===== src/rtl/jtdd_rom_arb_pkg.sv =====
// Shared types and constants for the three-way ROM arbiter: FSM states, grant indices, default SDRAM word offsets.
// Pure declarations, no logic, so there is no latency and no backpressure.
package jtdd_rom_arb_pkg;

    typedef enum logic [1:0] {
        IDLE = 2'd0,
        REQ  = 2'd1,
        WAIT = 2'd2
    } state_t;

    typedef logic [1:0] grant_t;

    localparam grant_t MAIN = 2'd0;
    localparam grant_t SND  = 2'd1;
    localparam grant_t MCU  = 2'd2;

    localparam logic [21:0] MAIN_OFFSET_DEF = 22'h000000;
    localparam logic [21:0] SND_OFFSET_DEF  = 22'h020000;
    localparam logic [21:0] MCU_OFFSET_DEF  = 22'h028000;

    localparam int TAG_W = 17;

    // Rotation order used by the round-robin search: main -> snd -> mcu -> main.
    function automatic grant_t next_grant(input grant_t g);
        return (g == MCU) ? MAIN : grant_t'(g + 2'd1);
    endfunction

endpackage


===== src/rtl/jtdd_rom_slot.sv =====
// One-word ROM cache for a single 8-bit requester: zero-cycle hit, ok/dout combinational from registers.
// A miss raises pending until the arbiter strobes fill; the requester stalls on its ok line meanwhile.
module jtdd_rom_slot
    import jtdd_rom_arb_pkg::*;
#(
    parameter int AW = 18
) (
    input  logic          clk,
    input  logic          rst_n,
    input  logic          cs,
    input  logic [AW-1:0] addr,
    input  logic          fill,
    input  logic [AW-2:0] fill_tag,
    input  logic [15:0]   fill_data,
    output logic          ok,
    output logic [7:0]    dout,
    output logic          pending
);

    logic          valid_q, valid_d;
    logic [AW-2:0] tag_q,   tag_d;
    logic [15:0]   word_q,  word_d;
    logic          hit;

    always_comb begin
        valid_d = valid_q;
        tag_d   = tag_q;
        word_d  = word_q;
        if (fill) begin
            valid_d = 1'b1;
            tag_d   = fill_tag;
            word_d  = fill_data;
        end
    end

    always_ff @(posedge clk) begin
        if (!rst_n) begin
            valid_q <= 1'b0;
            tag_q   <= '0;
            word_q  <= '0;
        end else begin
            valid_q <= valid_d;
            tag_q   <= tag_d;
            word_q  <= word_d;
        end
    end

    assign hit     = cs & valid_q & (tag_q == addr[AW-1:1]);
    assign ok      = hit;
    assign dout    = addr[0] ? word_q[15:8] : word_q[7:0];
    assign pending = cs & ~hit;

endmodule


===== src/rtl/jtdd_rom_arb.sv =====
// Shares one 16-bit SDRAM read port among main/snd/mcu ROM requesters; hits take 0 cycles, misses >=3 + SDRAM latency.
// One outstanding request; sdram_req held until sdram_ack. JTDD_ROMARB_RR_EN selects round-robin instead of main>snd>mcu.
module jtdd_rom_arb
    import jtdd_rom_arb_pkg::*;
#(
    parameter logic [21:0] MAIN_OFFSET = MAIN_OFFSET_DEF,
    parameter logic [21:0] SND_OFFSET  = SND_OFFSET_DEF,
    parameter logic [21:0] MCU_OFFSET  = MCU_OFFSET_DEF
) (
    input  logic        clk,
    input  logic        rst_n,
    input  logic        main_cs,
    input  logic [17:0] main_addr,
    output logic [7:0]  main_dout,
    output logic        main_ok,
    input  logic        snd_cs,
    input  logic [14:0] snd_addr,
    output logic [7:0]  snd_dout,
    output logic        snd_ok,
    input  logic        mcu_cs,
    input  logic [13:0] mcu_addr,
    output logic [7:0]  mcu_dout,
    output logic        mcu_ok,
    output logic        sdram_req,
    output logic [21:0] sdram_addr,
    input  logic        sdram_ack,
    input  logic        sdram_rdy,
    input  logic [15:0] sdram_data
);

    state_t             state_q,      state_d;
    grant_t             grant_q,      grant_d;
    logic [TAG_W-1:0]   tag_q,        tag_d;
    logic               sdram_req_q,  sdram_req_d;
    logic [21:0]        sdram_addr_q, sdram_addr_d;

    logic [2:0]         pend;
    logic               fill_any;
    grant_t             pick;
    logic [TAG_W-1:0]   pick_tag;
    logic [21:0]        pick_addr;

    logic               main_pend, snd_pend, mcu_pend;
    logic               main_fill, snd_fill, mcu_fill;

`ifdef JTDD_ROMARB_RR_EN
    grant_t             last_q, last_d;
    grant_t             cand;
    logic               found;
`endif

    jtdd_rom_slot #(.AW(18)) u_main_slot (
        .clk       (clk),
        .rst_n     (rst_n),
        .cs        (main_cs),
        .addr      (main_addr),
        .fill      (main_fill),
        .fill_tag  (tag_q[16:0]),
        .fill_data (sdram_data),
        .ok        (main_ok),
        .dout      (main_dout),
        .pending   (main_pend)
    );

    jtdd_rom_slot #(.AW(15)) u_snd_slot (
        .clk       (clk),
        .rst_n     (rst_n),
        .cs        (snd_cs),
        .addr      (snd_addr),
        .fill      (snd_fill),
        .fill_tag  (tag_q[13:0]),
        .fill_data (sdram_data),
        .ok        (snd_ok),
        .dout      (snd_dout),
        .pending   (snd_pend)
    );

    jtdd_rom_slot #(.AW(14)) u_mcu_slot (
        .clk       (clk),
        .rst_n     (rst_n),
        .cs        (mcu_cs),
        .addr      (mcu_addr),
        .fill      (mcu_fill),
        .fill_tag  (tag_q[12:0]),
        .fill_data (sdram_data),
        .ok        (mcu_ok),
        .dout      (mcu_dout),
        .pending   (mcu_pend)
    );

    assign pend = {mcu_pend, snd_pend, main_pend};

    // Grant selection; only consumed while IDLE.
    always_comb begin
        pick = MAIN;
`ifdef JTDD_ROMARB_RR_EN
        cand  = next_grant(last_q);
        found = 1'b0;
        for (int k = 0; k < 3; k++) begin
            if (!found && pend[cand]) begin
                pick  = cand;
                found = 1'b1;
            end
            cand = next_grant(cand);
        end
`else
        if (pend[MAIN]) begin
            pick = MAIN;
        end else if (pend[SND]) begin
            pick = SND;
        end else if (pend[MCU]) begin
            pick = MCU;
        end
`endif
        case (pick)
            SND: begin
                pick_tag  = {3'b000, snd_addr[14:1]};
                pick_addr = SND_OFFSET + {8'd0, snd_addr[14:1]};
            end
            MCU: begin
                pick_tag  = {4'b0000, mcu_addr[13:1]};
                pick_addr = MCU_OFFSET + {9'd0, mcu_addr[13:1]};
            end
            default: begin
                pick_tag  = main_addr[17:1];
                pick_addr = MAIN_OFFSET + {5'd0, main_addr[17:1]};
            end
        endcase
    end

    always_comb begin
        state_d      = state_q;
        grant_d      = grant_q;
        tag_d        = tag_q;
        sdram_req_d  = sdram_req_q;
        sdram_addr_d = sdram_addr_q;
        fill_any     = 1'b0;
        case (state_q)
            IDLE: begin
                if (|pend) begin
                    grant_d      = pick;
                    tag_d        = pick_tag;
                    sdram_addr_d = pick_addr;
                    sdram_req_d  = 1'b1;
                    state_d      = REQ;
                end
            end
            REQ: begin
                if (sdram_ack) begin
                    sdram_req_d = 1'b0;
                    // Data may come back with the accept; skip WAIT in that case.
                    if (sdram_rdy) begin
                        fill_any = 1'b1;
                        state_d  = IDLE;
                    end else begin
                        state_d  = WAIT;
                    end
                end
            end
            WAIT: begin
                if (sdram_rdy) begin
                    fill_any = 1'b1;
                    state_d  = IDLE;
                end
            end
            default: begin
                sdram_req_d = 1'b0;
                state_d     = IDLE;
            end
        endcase
    end

`ifdef JTDD_ROMARB_RR_EN
    assign last_d = (state_q == IDLE && |pend) ? pick : last_q;
`endif

    always_ff @(posedge clk) begin
        if (!rst_n) begin
            state_q      <= IDLE;
            grant_q      <= MAIN;
            tag_q        <= '0;
            sdram_req_q  <= 1'b0;
            sdram_addr_q <= '0;
`ifdef JTDD_ROMARB_RR_EN
            last_q       <= MCU;
`endif
        end else begin
            state_q      <= state_d;
            grant_q      <= grant_d;
            tag_q        <= tag_d;
            sdram_req_q  <= sdram_req_d;
            sdram_addr_q <= sdram_addr_d;
`ifdef JTDD_ROMARB_RR_EN
            last_q       <= last_d;
`endif
        end
    end

    assign main_fill  = fill_any & (grant_q == MAIN);
    assign snd_fill   = fill_any & (grant_q == SND);
    assign mcu_fill   = fill_any & (grant_q == MCU);

    assign sdram_req  = sdram_req_q;
    assign sdram_addr = sdram_addr_q;

endmodule


===== config.mk =====
export PLATFORM = sky130hd
export DESIGN_NAME = jtdd_rom_arb
export DESIGN_NICKNAME = d
export VERILOG_FILES = /design/src/rtl/jtdd_rom_arb_pkg.sv /design/src/rtl/jtdd_rom_slot.sv /design/src/rtl/jtdd_rom_arb.sv
export SDC_FILE = /design/constraint.sdc
export NUM_CORES = 1
export LEC_CHECK = 0
export ABC_AREA = 0
export CAP_MARGIN = 5
export CORE_ASPECT_RATIO = 1.25
export CORE_MARGIN = 2
export CORE_UTILIZATION = 46
export CTS_BUF_LIST = sky130_fd_sc_hd__clkbuf_4 sky130_fd_sc_hd__clkbuf_8
export DETAILED_ROUTE_END_ITERATION = 7
export PLACE_DENSITY = 0.73
export SYNTH_ARGS = -nofsm -noshare
export SYNTH_HDL_FRONTEND = slang
export SYNTH_SLANG_ARGS = --single-unit

===== constraint.sdc =====
create_clock -name clk -period 7.1 [get_ports clk]
set_input_delay 1.065 -clock clk [delete_from_list [all_inputs] [get_ports clk]]
set_output_delay 1.065 -clock clk [all_outputs]
set_load 0.01 [all_outputs]

==> results of run 1 <==
==> routing by layer <==
metal	global-route usage [%]	up-vias	wire, microns
met2	41.4	219	7880
li1	-	2453	-
met1	28.1	2390	6230
met3	7.28	34	1230
met5	0	-	0
met4	10.8	0	505
==> worst max-delay path, delay by kind of cell <==
kind,cells,cell delay [ns]
fa+ha+maj,1,0.97
simple gates,4,0.93
compound gates,1,0.65
mux,2,0.47
buf+inv,1,0.45
xor+xnor,1,0.16
==> cells in the final DEF (no fill, tap or decap), types with 2 or more instances in the layout <==
master           Yosys  routed
nand2_1            241     241
dfxtp_1            119     119
clkdlybuf4s50_1      0     115
a21oi_1             96      96
xor2_1              26      26
mux2_2              26      26
clkbuf_8             0      21
mux2i_1             20      20
xnor2_1             17      17
o21ai_0             15      15
a22oi_1             13      13
inv_1                9       9
nand3_1              8       8
nor2_1               8       8
nor4_1               7       7
clkinvlp_4           0       7
nand4_1              5       5
ha_1                 5       5
conb_1               1       4
buf_4               20       4
a21o_1               2       2
nor3_2               0       2
or3_1                2       2
nand2b_1             2       2
o221a_1              2       2
clkinv_2             0       2
bufinv_16            0       2
==> through the flow <==
stage | worst slack (ns) | util, % | cell area [sq um] | total power, W | hold slack (ns)
floorplan | 3.73 | - | 5620 | 0.000853 | 0.432
global placement | 2.34 | 55.4 | 6670 | 0.000938 | 0.438
detailed placement | 2.23 | 55.4 | 6670 | 0.000944 | 0.447
CTS | 2.70 | 58.8 | 7090 | 0.00156 | 0.456
global route | 2.43 | 59.0 | 7110 | 0.00161 | 0.472
finish | 2.65 | 59.0 | 7110 | 0.00156 | 0.454
==> worst paths after layout <==
kind | slack [ns] | depth (start not counted) | to | from
worst max-delay path | 2.65 | 10 | sdram_addr[15] | main_addr[8]
worst min-delay path | 0.45 | 2 | u_mcu_slot.word_q[15] | u_mcu_slot.word_q[15]
worst max register to register | 3.41 | 9 | sdram_addr[15] | u_main_slot.tag_q[7]
worst min register to register | 0.45 | 2 | u_mcu_slot.word_q[15] | u_mcu_slot.word_q[15]
==> registers in the layout, summed over array words and instances, names as in the netlist <==
| register | cells |
|---|---|
| u_mcu_slot.word_q | 16 |
| u_snd_slot.tag_q | 14 |
| u_main_slot.valid_q | 1 |
| tag_q | 16 |
| sdram_addr | 3 |
| grant_q | 2 |
| state_q | 2 |
| u_snd_slot.valid_q | 1 |
| u_mcu_slot.tag_q | 13 |
| u_mcu_slot.valid_q | 1 |
| sdram_req | 1 |
| u_snd_slot.word_q | 16 |
| u_main_slot.tag_q | 17 |
| u_main_slot.word_q | 16 |
==> cell families (layout without fill, tap and decap cells) <==
logic type / Yosys count / after routing / share of synthesized area [%]
AO/OA/AOI/OAI: 133 / 133 / 13.5
XOR/XNOR: 44 / 44 / 7.21
adder cells (fa/ha/maj): 5 / 5 / 1.12
buffers and inverters: 75 / 162 / 6.78
flip-flops: 119 / 119 / 42.5
multiplexers: 46 / 46 / 8.79
other: 1 / 4 / 0.0669
AND/OR/NAND/NOR: 280 / 280 / 20.1
==> where the power goes <==
part           switching, W  internal (W)
Clock              0.000280      0.000347
Sequential        0.0000225      0.000688
Combinational      0.000114      0.000108
Total              0.000417       0.00114
==> cell type report <==
class	instances	area [sq um]	area share [%]
Multi-Input combinational cell	512	2870	40.3
Clock inverter	11	123	1.72
Inverter	10	37.5	0.528
Tap cell	164	205	2.88
Timing Repair Buffer	120	1210	17.0
Sequential cell	119	2380	33.5
Clock buffer	21	289	4.06
==> reports/metrics.yaml, run 1 <==
yosys:
  syn-mean-instance-area_sq_um: 7.98
  synth_cells: 703
  synth_flop_cell: "dfxtp_1"
  synthDistinctLibCells: 36
  synth_common_cells: "241 x nand2_1, 119 x dfxtp_1, 96 x a21oi_1, 43 x clkbuf_1"
  yosysWarningCount: 0
  synth.cell_area_sq_um: 5610
  ys_ff_latch: 119
  synth_top_area_share_pct: 42.5
  synth_enable_flop_cells: 0
  yosysMostFrequentCell: "nand2_1"
  synth_area_leader_cell: "dfxtp_1"
  synthTopCellsByArea: "dfxtp_1 42%, nand2_1 16%, a21oi_1 8.6%"
  yosysSeqAreaShare_pct: 42.5
  synthArstFlopShare_pct: 0
worst_setup_path:
  critPathMaxStageDelay_ns: 0.97
  end_kind: "flop"
  cp_max_fo: 33
  worstPathArrival_ns: 4.73
  startpoint_type: "input port"
  crit_slowest_cell: "ha_1"
  critPathKind: "input port to flop"
  cpMostUsedCell: "nand3_1"
  cp.required_ns: 7.38
  worstPathCellList: "clkdlybuf4s50_1 -> xor2_1 -> nor4_1 -> nand3_1 -> o41ai_4 -> nand3_1 -> ha_1 -> mux2_2 -> nand2_1 -> mux2i_1"
clock_network:
  cts_tree: "built"
  cts_inserted_buffers: 17
  numClockSinks: 119
  insertion_delay_ns: 0.43
  cts-htree-levels: 4
  cts_hold_buf: 0
  cts-resized-gates: 0
  post_cts_buffers: 0
  clockRootBuffer: "clkbuf_8"
  clockBufferDepth: 2
  path_clk_slew_ns: 0.07
sta:
  maxSlewHeadroom_pct: 18.7
  finalCriticalPeriod_ns: 4.45
  period_share_pct: 62.7
  worstMarginPinSlew_ns: 1.22
  drv_slew: 0
  hold_viol: 0
  fin_worst_skew_ns: 0.00918
  fmax_mhz: 225
  rsz0062_at_grt: "no"
  setup_viol: 0
  fin_setup_tns_ns: 0
global_route:
  grt_pass1_wl_microns: 24700
  grt_overflow_total: 0
  grt_pass1_vias: 5017
  antenna_found_initial: 0
  grt_usage_pct: 24.4
  grt_max_degree: 69
floorplan:
  die_h_microns: 127
  io_pins: 120
  core_area_sq_um: 12000
  fp.dieArea_sq_um: 13100
  rows: 45
  start_util_pct: 46.6
  die_width_microns: 103
power_and_ir_drop:
  leakage_nw: 2.59
  power_density_nw_per_um2: 219
  ir_worst_vdd_uv: 131
place:
  portBuffers: 115
  dp.cells: 924
  gp_congestion: 0.868
  dp_hpwl_microns: 11000
layout:
  fin_nets: 855
  syn_to_final_growth_pct: 26.8
  nFillCells: 1119
  antennaDiodeCount: 0
  stdcell_count: 957
  drive_gt1_share_pct: 8.95
drt:
  drc: 0
  drt_iter0_drc: 301
  ant_nets: 0
  avgViaCountPerCell: 5.32
  routed_wl_microns: 15800
  routedWlPerCell_microns: 16.6
  dr.pass1.iters: 5
  via_count: 5096
run:
  drv_cap: 0
hold_path:
  min_path_type: "flop to flop"
run_status:
  status: "complete, no violations"
(Power assumes the default switching activity.)
==> run 2, diff against run 1 <==
- PLACE_DENSITY: 0.73 -> 0.76
- clock period: 7.1 -> 3.9 ns (I/O delays scaled with it)
==> reports/metrics.yaml, run 2 (synthesized netlist as in run 1, its figures left out) <==
worst_setup_path:
  cp.required_ns: 3.31  # -4.07 ns
  worstPathArrival_ns: 2.86  # -1.87 ns
  rr_worst_depth: 12  # +3
  startpoint_type: "input port"
  critPathKind: "input port to output port"
  cp_max_fo: 3  # -91%
  end_kind: "output port"
sta:
  fin_setup_tns_ns: 0  # unchanged
  hold_viol: 0  # unchanged
  drv_slew: 0  # unchanged
  setup_viol: 0  # unchanged
  fmax_mhz: 290
  worstMarginPinSlew_ns: 1.10  # -0.124 ns
  fin_worst_skew_ns: 0.00711  # -0.00207 ns
  finalCriticalPeriod_ns: 3.45
  rsz0062_at_grt: "no"
  layout_setup_ws_ns: 0.453  # -2.20 ns
  maxSlewHeadroom_pct: 26.9  # +8.3 points
  period_share_pct: 88.4
drt:
  drt_iter0_drc: 345  # +15%
  dr.pass1.iters: 5  # unchanged
  via_count: 5203  # +2.1%
  routedWlPerCell_microns: 17.0  # +2.4%
  ant_nets: 0  # unchanged
  routed_wl_microns: 16400  # +3.5%
  avgViaCountPerCell: 5.38  # +1.0%
  drc: 0  # unchanged
floorplan:
  start_util_pct: 46.6  # unchanged
  die_h_microns: 127  # unchanged
  io_pins: 120  # unchanged
  core_area_sq_um: 12000  # unchanged
  rows: 45  # unchanged
  fp.dieArea_sq_um: 13100  # unchanged
  die_width_microns: 103  # unchanged
global_route:
  antenna_found_initial: 0  # unchanged
  grt_pass1_wl_microns: 24900  # +0.92%
  grt_usage_pct: 24.7  # +0.30 points
  grt_overflow_total: 0  # unchanged
  grt_pass1_vias: 5109  # +1.8%
  grt_max_degree: 54  # -22%
place:
  dp_hpwl_microns: 11700  # +6.4%
  gp_congestion: 0.915  # +5.4%
  dp_slack_ns: 0.309  # -1.92 ns
  portBuffers: 115  # unchanged
  placed_area_sq_um: 6780  # +1.5%
clock_network:
  cts_hold_buf: 0  # unchanged
  post_cts_buffers: 0  # unchanged
  clockRootBuffer: "clkbuf_8"
  cts-htree-levels: 4  # unchanged
  path_clk_slew_ns: 0.07  # about the same
  clockBufferDepth: 2  # unchanged
  insertion_delay_ns: 0.44  # about the same
  cts_tree: "built"
  cts_inserted_buffers: 17  # unchanged
  numClockSinks: 119  # unchanged
  cts-resized-gates: 0  # unchanged
layout:
  fin_util_pct: 59.4  # +0.32 points
  design_area_sq_um: 7150  # +0.55%
  antennaDiodeCount: 0  # unchanged
  nFillCells: 1108  # -0.98%
  drive_gt1_share_pct: 10.1  # +1.1 points
  syn_to_final_growth_pct: 27.5
  mostFrequentLayoutCells: "241 x nand2_1, 119 x dfxtp_1, 115 x clkdlybuf4s50_1"
  multi_input_area_sq_um: 2870  # unchanged
  ff_latch_area_sq_um: 2380  # unchanged
  fin_nets: 866  # +1.3%
  final_common_cell: "nand2_1"
  top_register: "u_main_slot.tag_q"
  largest_reg_flops: 17  # unchanged
power_and_ir_drop:
  power_density_nw_per_um2: 389  # +77%
  ir_worst_vdd_uv: 223  # +70%
  pwr-share-comb_pct: 14.7  # +0.5 points
  intPower_w: 0.00205  # +79%
  seq_power_share_pct: 46.6  # +1.1 points
  p_clk_share_pct: 38.6  # -1.6 points
  swShare_pct: 26.4  # -0.33 points
  leakage_nw: 2.65  # +2.2%
  switchingPower_w: 0.000734  # +76%
run_status:
  status: "complete, no violations"
run:
  drv_cap: 0  # unchanged
hold_path:
  min_path_cells: 2  # unchanged
  min_path_type: "flop to flop"
## run 2: changes by cell type in the layout (fill, tap and decap cells not counted), sizes merged
cell      previous run  this run
clkinvlp             7         2
buf                  5        16
clkinv               2         6
## run 2: through the flow
stage	hold slack, ns	power, W	std cells
final	0.453	0.00278	967
after detailed placement	0.446	0.00173	936
after CTS	0.456	0.00279	967
after floorplan	0.432	0.00155	706
after global placement	0.439	0.00172	936
after global routing	0.470	0.00287	967
## run 2: cell type report
class | count | share of cell area, %
well taps | 164 | 2.87
repair buffers | 131 | 17.9
multi-input cells | 512 | 40.1
clock buffers | 21 | 3.78
inverters | 10 | 0.525
flip-flops and latches | 119 | 33.3
clock inverters | 10 | 1.47
## run 2: path summary, 6_finish.rpt
check	slack [ns]	startpoint	to
max	0.45	main_addr[16]	main_ok
min	0.45	u_mcu_slot.word_q[9]	u_mcu_slot.word_q[9]
max reg2reg	0.99	u_main_slot.tag_q[11]	tag_q[1]
min reg2reg	0.45	u_mcu_slot.word_q[9]	u_mcu_slot.word_q[9]
## run 2: per-layer routing
layer | vias up | wire length (microns) | share of wire [%] | GRT usage [%]
met5 | - | 0 | 0 | 0
met4 | 0 | 747 | 4.6 | 14.6
met3 | 58 | 1300 | 7.9 | 5.09
met2 | 257 | 8080 | 49 | 42.3
met1 | 2415 | 6270 | 38 | 28.0
li1 | 2473 | - | - | -
## run 2: worst max-delay path, stage by stage
cell             delay [ns]
clkdlybuf4s50_1        0.51
xor2_1                 0.18
nor4_1                 0.29
nand3_1                0.19
nor4_1                 0.48
clkdlybuf4s50_1        0.63
## run 2: power by group through the flow
| stage | registers [W] | clock network (W) | logic (W) |
|---|---|---|---|
| floorplan | 0.00131 | 0 | 0.000244 |
| global placement | 0.00132 | 0 | 0.000398 |
| detailed placement | 0.00132 | 0 | 0.000406 |
| CTS | 0.00130 | 0.00108 | 0.000409 |
| global route | 0.00130 | 0.00113 | 0.000438 |
| finish | 0.00130 | 0.00108 | 0.000411 |
